===== config.mk =====
export PLATFORM = sky130hd
export DESIGN_NAME = trace_buffer
export DESIGN_NICKNAME = d
export VERILOG_FILES = /design/src/rtl/trace_pkg.sv /design/src/rtl/trace_ram.sv /design/src/rtl/trace_buffer.sv
export SDC_FILE = /design/constraint.sdc
export NUM_CORES = 2
export LEC_CHECK = 0
export ABC_CLOCK_PERIOD_IN_PS = 38700
export BUFFER_PORTS_ARGS = -buffer_cell sky130_fd_sc_hd__buf_4
export CORE_MARGIN = 5
export CORE_UTILIZATION = 45
export CTS_CLUSTER_SIZE = 30
export DETAILED_ROUTE_END_ITERATION = 10
export GPL_TIMING_DRIVEN = 0
export HOLD_SLACK_MARGIN = 0.15
export PLACE_DENSITY_LB_ADDON = 0.05
export SETUP_SLACK_MARGIN = 0.2
export SYNTH_ARGS = -nofsm -noshare
export SYNTH_HDL_FRONTEND = slang
export SYNTH_SLANG_ARGS = --single-unit

===== constraint.sdc =====
create_clock -name clk -period 38.7 [get_ports clk]
set_input_delay 3.87 -clock clk [delete_from_list [all_inputs] [get_ports clk]]
set_output_delay 3.87 -clock clk [all_outputs]
set_load 0.02 [all_outputs]

===== src/rtl/trace_pkg.sv =====
// Shared encodings and entry layout for the execution-trace capture unit.
// Entry layout, LSB first: data, addr, waddr[4:0], mem_write, reg_we, pc, ts.
// Offsets are functions of the parameterised widths so every user agrees on the packing.
package trace_pkg;

    typedef enum logic [1:0] {
        MODE_ALL    = 2'd0,
        MODE_COMMIT = 2'd1,
        MODE_POST   = 2'd2,
        MODE_PRE    = 2'd3
    } mode_e;

    typedef enum logic [1:0] {
        ST_IDLE    = 2'd0,
        ST_ARMED   = 2'd1,
        ST_CAPTURE = 2'd2,
        ST_DONE    = 2'd3
    } state_e;

    localparam int WADDR_W = 5;
    localparam int FLAG_W  = 2;

    function automatic int entry_width(input int ts_w, input int addr_w, input int data_w);
        return ts_w + 2 * addr_w + data_w + WADDR_W + FLAG_W;
    endfunction

    function automatic int off_addr(input int data_w);
        return data_w;
    endfunction

    function automatic int off_waddr(input int addr_w, input int data_w);
        return data_w + addr_w;
    endfunction

    function automatic int off_mem_write(input int addr_w, input int data_w);
        return data_w + addr_w + WADDR_W;
    endfunction

    function automatic int off_reg_we(input int addr_w, input int data_w);
        return data_w + addr_w + WADDR_W + 1;
    endfunction

    function automatic int off_pc(input int addr_w, input int data_w);
        return data_w + addr_w + WADDR_W + FLAG_W;
    endfunction

    function automatic int off_ts(input int addr_w, input int data_w);
        return data_w + 2 * addr_w + WADDR_W + FLAG_W;
    endfunction

endpackage


===== src/rtl/trace_ram.sv =====
// Trace storage: DEPTH x WIDTH array, one synchronous write port, one asynchronous read port.
// Latency: write lands at the clock edge, read data follows raddr combinationally.
// Backpressure: none; the controller decides when to write and which entry to present.
module trace_ram
    import trace_pkg::*;
#(
    parameter int DEPTH = 16,
    parameter int WIDTH = 8
) (
    input  logic                     clk,
    input  logic                     we,
    input  logic [$clog2(DEPTH)-1:0] waddr,
    input  logic [WIDTH-1:0]         wdata,
    input  logic [$clog2(DEPTH)-1:0] raddr,
    output logic [WIDTH-1:0]         rdata
);

    logic [WIDTH-1:0] mem_q [DEPTH];

    // Storage array is deliberately not reset; contents are qualified by the controller's count.
    always_ff @(posedge clk) begin
        if (we) begin
            mem_q[waddr] <= wdata;
        end
    end

    assign rdata = mem_q[raddr];

endmodule


===== src/rtl/trace_buffer.sv =====
// Execution-trace capture: records pc/writeback/store per cycle into a DEPTH-entry buffer, 4 capture modes.
// Latency: an entry written at edge N is visible first-word-fall-through on rd_data in cycle N+1.
// Backpressure: rd_valid/rd_ready readout; modes 0/1 drop new entries when full (sticky overflow), mode 3 overwrites.
module trace_buffer
    import trace_pkg::*;
#(
    parameter int ADDR_W = 32,
    parameter int DATA_W = 32,
    parameter int DEPTH  = 16,
    parameter int TS_W   = 16
) (
    input  logic                                clk,
    input  logic                                reset,
    input  logic [ADDR_W-1:0]                   pc,
    input  logic                                reg_we,
    input  logic [4:0]                          reg_waddr,
    input  logic [DATA_W-1:0]                   reg_wdata,
    input  logic                                mem_write,
    input  logic [ADDR_W-1:0]                   mem_addr,
    input  logic [DATA_W-1:0]                   mem_wdata,
    input  logic [1:0]                          mode,
    input  logic                                arm,
    input  logic                                stop,
    input  logic [ADDR_W-1:0]                   trig_pc,
    input  logic                                rd_ready,
    output logic                                rd_valid,
    output logic [TS_W+2*ADDR_W+DATA_W+6:0]     rd_data,
    output logic [$clog2(DEPTH):0]              count,
    output logic [1:0]                          state,
    output logic                                overflow
);

    localparam int EW = entry_width(TS_W, ADDR_W, DATA_W);
    localparam int PW = $clog2(DEPTH);
    localparam int CW = PW + 1;
    localparam logic [CW-1:0] FULL = CW'(DEPTH);

    state_e             state_q, state_d;
    mode_e              mode_q, mode_d;
    logic [ADDR_W-1:0]  trig_q, trig_d;
    logic [PW-1:0]      wr_ptr_q, wr_ptr_d;
    logic [PW-1:0]      rd_ptr_q, rd_ptr_d;
    logic [CW-1:0]      count_q, count_d;
    logic               ovf_q, ovf_d;
    logic [TS_W-1:0]    ts_q, ts_d;

    logic [EW-1:0]      entry;
    logic [EW-1:0]      ram_rdata;
    logic               rd_valid_w;
    logic               pop;
    logic               push;
    logic               drop_oldest;
    logic               clr;

    // Build the entry for this cycle: a store takes precedence over the writeback value in addr/data.
    always_comb begin
        entry = {ts_q, pc, reg_we, mem_write, reg_waddr,
                 (mem_write ? mem_addr : {ADDR_W{1'b0}}),
                 (mem_write ? mem_wdata : reg_wdata)};
    end

    // Readout is live during capture for modes 0/1; triggered modes only expose data once DONE.
    assign rd_valid_w = (count_q != '0) &&
                        ((state_q == ST_DONE) || (mode_q == MODE_ALL) || (mode_q == MODE_COMMIT));
    assign pop        = rd_valid_w & rd_ready;

    // Control FSM: arming, trigger detection, capture policy per mode, overflow and timestamp.
    always_comb begin
        state_d     = state_q;
        mode_d      = mode_q;
        trig_d      = trig_q;
        ovf_d       = ovf_q;
        ts_d        = ts_q + TS_W'(1);
        push        = 1'b0;
        drop_oldest = 1'b0;
        clr         = 1'b0;
        case (state_q)
            ST_IDLE, ST_DONE: begin
                if (arm) begin
                    clr     = 1'b1;
                    mode_d  = mode_e'(mode);
                    trig_d  = trig_pc;
                    ovf_d   = 1'b0;
                    state_d = (mode_e'(mode) == MODE_POST) ? ST_ARMED : ST_CAPTURE;
                end
            end
            ST_ARMED: begin
                if (pc == trig_q) begin
                    push    = 1'b1;
                    state_d = ST_CAPTURE;
                end
            end
            ST_CAPTURE: begin
                case (mode_q)
                    MODE_ALL, MODE_COMMIT: begin
                        if (stop) begin
                            state_d = ST_DONE;
                        end else if ((mode_q == MODE_ALL) || reg_we || mem_write) begin
                            // A same-cycle pop frees a slot, so a full buffer still accepts.
                            if ((count_q != FULL) || pop) begin
                                push = 1'b1;
                            end else begin
                                ovf_d = 1'b1;
                            end
                        end
                    end
                    MODE_POST: begin
                        push = 1'b1;
                        if (count_q == FULL - CW'(1)) begin
                            state_d = ST_DONE;
                        end
                    end
                    default: begin
                        // Pre-trigger circular: the trigger cycle is kept, a plain stop is not.
                        if (pc == trig_q) begin
                            push    = 1'b1;
                            state_d = ST_DONE;
                        end else if (stop) begin
                            state_d = ST_DONE;
                        end else begin
                            push = 1'b1;
                        end
                        drop_oldest = push && (count_q == FULL);
                    end
                endcase
            end
            default: begin
                state_d = ST_IDLE;
            end
        endcase
    end

    // Pointer and occupancy bookkeeping; an overwrite in circular mode retires the oldest entry.
    always_comb begin
        wr_ptr_d = wr_ptr_q;
        rd_ptr_d = rd_ptr_q;
        count_d  = count_q;
        if (clr) begin
            wr_ptr_d = '0;
            rd_ptr_d = '0;
            count_d  = '0;
        end else begin
            if (push) begin
                wr_ptr_d = wr_ptr_q + PW'(1);
            end
            if (pop || drop_oldest) begin
                rd_ptr_d = rd_ptr_q + PW'(1);
            end
            if (push && !(pop || drop_oldest)) begin
                count_d = count_q + CW'(1);
            end else if (!push && pop) begin
                count_d = count_q - CW'(1);
            end
        end
    end

    // State registers with asynchronous reset to the idle, empty condition.
    always_ff @(posedge clk or posedge reset) begin
        if (reset) begin
            state_q  <= ST_IDLE;
            mode_q   <= MODE_ALL;
            trig_q   <= '0;
            wr_ptr_q <= '0;
            rd_ptr_q <= '0;
            count_q  <= '0;
            ovf_q    <= 1'b0;
            ts_q     <= '0;
        end else begin
            state_q  <= state_d;
            mode_q   <= mode_d;
            trig_q   <= trig_d;
            wr_ptr_q <= wr_ptr_d;
            rd_ptr_q <= rd_ptr_d;
            count_q  <= count_d;
            ovf_q    <= ovf_d;
            ts_q     <= ts_d;
        end
    end

    trace_ram #(
        .DEPTH (DEPTH),
        .WIDTH (EW)
    ) u_ram (
        .clk   (clk),
        .we    (push),
        .waddr (wr_ptr_q),
        .wdata (entry),
        .raddr (rd_ptr_q),
        .rdata (ram_rdata)
    );

    // Unqualified RAM contents never leak out: rd_data is zero whenever nothing is valid.
    assign rd_data  = rd_valid_w ? ram_rdata : '0;
    assign rd_valid = rd_valid_w;
    assign count    = count_q;
    assign state    = state_q;
    assign overflow = ovf_q;

endmodule


==> results.md <==
* Tightest hold margin at between 0.4 and 0.5 ns
* Ys async rst share at between 3 and 4%
* Syn_nets at 3,418
* Crit Path Class: reg -> out
* Post-route setup slack at roughly 30 ns
* H-Tree Level Count at 4
* Syn-to-layout area delta at 19.1%
* Commonest cells after routing, fill and taps aside: 1,904 x edfxtp_1, 595 x mux4_2, 490 x buf_4
* Clock Sinks at between 1,500 and 2,000
* Root Driver: clkbuf_16
* Core area at approximately 170,000 sq um
* Startpoint Class: register
* Post-route clock period utilization at about 23%
* Gr ovfl total at 0
* FF/Latch Area at 58,800 sq um
* DIE HEIGHT at 421 um
* Pwr dens at between 60 and 70 nW/um^2
* Pre-Repair DR Iteration Count at 5
* Initial Util at a little under half
* Post-Syn Area per Cell at ~24 sq um
* # Post-CTS Setup Buffers at 0
* Setup_tns at 0 ns
* DRC at 0
* Initial antenna violation count at 19
* NumNets Final at 4,201
* Wire per inst at ~33 um
* Period minus WS final at about 8.8 ns
* Cell Area, Synth at ~76,000 sq um
* Port-buffer cells at 301
* Status: finished, final reports clean
* Setup violations, final at 0
* Largest net degree at the start of global routing at slightly above 60
* Distinct cell type count after synthesis at 53
* Clock buffer depth at 3
* Leak pwr at roughly 30 nW
* Area of the die at roughly 180,000 sq um
* Reg clk slew, reported paths at 0.06 ns
* Hold Crit Class: reg -> reg
* Slew @ Worst Pin at between 1 and 1.5 ns
* Final instance area at between 90,000 and 100,000 sq um
* Slew Viols, Final at 0
* Post-DRT Antenna Nets at 0
* Maximum operating frequency at around 110 MHz
* Post-CTS resize count at 0
* CP arrival at around 4.9 ns
* CP Max Fanout at 10
* Post-synth top area cell: edfxtp_1
* EDFF count, synth at around 1,900
* YS warnings at 0
* Hold buffers post-CTS at 0
* Synthesized netlist cell count at 3,230
* First-pass GRT wire length at around 300,000 um
* Dominant synthesized flop cell: edfxtp_1
* Post-synthesis sequential area ratio at ~77%
* Post-Route Skew at between 0.03 and 0.04 ns
* Hold violation count in the final report at 0
* Fillers at around 13,000
* Synth top area share at 75.1%
* Vias at roughly 37,000
* Critical Path RT at ~35 ns
* Die Width at about 420 um
* Vias per cell at roughly 5.8
* Share of layout cells above drive strength 1 at approximately 37%
* Gr usage total at a little under a quarter
* Slew headroom at 4.53%
* Row cnt at roughly 150
* Max-Cap Viols at 0
* Placed Area at between 80,000 and 90,000 sq um
* Clk_lat worst skew at between 0.8 and 0.9 ns
* RSZ-0062 raised after global routing: no
* Final wirelength at 213,000 um
* Multi-input gate area at around 17,000 sq um
* Top post-synthesis cells by area: edfxtp_1 75%, mux4_2 18%, dfrtp_1 2.2%, and2_1 1.2%, nand2_1 0.57%
* Vias in the first global route at just under 40,000
* Overall power at ~5.9 mW
* Peak VDD IR at around 50 uV
* Commonest non-fill, non-tap cell in the layout: edfxtp_1
* DR iter-0 viols at between 3,000 and 4,000
* CTS buffer count at 202
* DP Worst Slack at ~30 ns
* Placer Congestion at 0.782
* CP Capture Type: primary output
* Top-level I/O count at 302
* TritonCTS clock tree: done
* DP HPWL at about 140,000 um
* Yosys reg bits at between 1,500 and 2,000
## worst paths after layout
check                      depth (start not counted)               startpoint  slack (ns)                           end
max                                                7  rd_ptr_q[0]$_DFFE_PP0P_       29.94                    rd_data[8]
min                                                2   trig_q[27]$_DFFE_PP0P_        0.50        trig_q[27]$_DFFE_PP0P_
max reg2reg                                       13   trig_q[10]$_DFFE_PP0P_       33.96  u_ram.mem_q[4][36]$_DFFE_PP_
min reg2reg                                        2   trig_q[27]$_DFFE_PP0P_        0.50        trig_q[27]$_DFFE_PP0P_
max in group asynchronous                          3                    reset       35.14        trig_q[16]$_DFFE_PP0P_
min in group asynchronous                          2                    reset        2.94         trig_q[4]$_DFFE_PP0P_
## registers in the layout, summed over array words and instances, names as in the netlist
| register | flops |
|---|---|
| ts_q | 16 |
| mode_q | 2 |
| wr_ptr_q | 4 |
| count | 5 |
| state | 2 |
| trig_q | 32 |
| u_ram.mem_q | 1904 |
| overflow | 1 |
| rd_ptr_q | 4 |
## logic make-up (layout without fill, tap and decap cells)
logic type | count (synthesis) | in the layout | synth area share [%]
simple gates | 346 | 346 | 2.40
buf+inv | 185 | 1137 | 0.996
compound gates | 33 | 33 | 0.355
xor+xnor | 53 | 53 | 0.610
flops | 1970 | 1970 | 77.3
fa+ha+maj | 14 | 14 | 0.240
other cells | 0 | 11 | 0
mux | 629 | 629 | 18.1
## where the power goes
group          internal (mW)  leakage, nW  total (mW)  switching, mW
logic                  0.697         8.30        1.61          0.915
clock network           1.03         3.05        1.83          0.801
registers               2.39         18.3        2.42         0.0263
total                   4.12         29.6        5.86           1.74
## metrics by stage
step,std cells,util [%]
global placement,5749,48.1
detailed placement,6026,50.0
floorplan,3230,-
CTS,6399,53.7
finish,6411,53.7
global route,6407,53.7
## cell type report
type,count,share of cell area [%]
flip-flops and latches,1970,64.9
multi-input cells,1075,18.4
clock buffers,268,6.00
repair buffers,579,5.93
well taps,2218,3.06
clock inverters,105,0.886
plain buffers,165,0.765
inverters,20,0.0856
diodes,11,0.0304
## synth_stat cells, types with 2 or more instances
master,number
a21oi_1,5
inv_1,20
mux2_2,32
nand2_1,116
o32ai_1,2
and2_1,152
nor3_1,4
nand4_1,5
nor2_1,22
edfxtp_1,1904
dfrtp_1,66
ha_1,13
o21ai_0,3
o31a_1,2
nand3_1,17
a21o_1,3
nor2b_1,2
o22ai_1,2
clkbuf_1,102
mux4_2,595
buf_1,14
and3_1,5
nor4_1,13
xnor2_1,17
buf_2,48
nor4_2,4
xor2_1,36
## per-layer routing
metal / track usage [%] / wire length, um
met5: 0 / 47
met4: 8.85 / 8020
met3: 3.60 / 10800
met2: 41.5 / 111000
met1: 30.9 / 83200
## worst max-delay path, cell delays in order, from the launching register on
cell and delay, ns:
dfrtp_1 0.34, buf_2 0.43, clkbuf_1 1.08, buf_2 0.59, mux4_2 0.65, mux4_2 0.57
and2_1 0.19, buf_4 0.15
No activity file was read; power rests on OpenSTA's default activity.
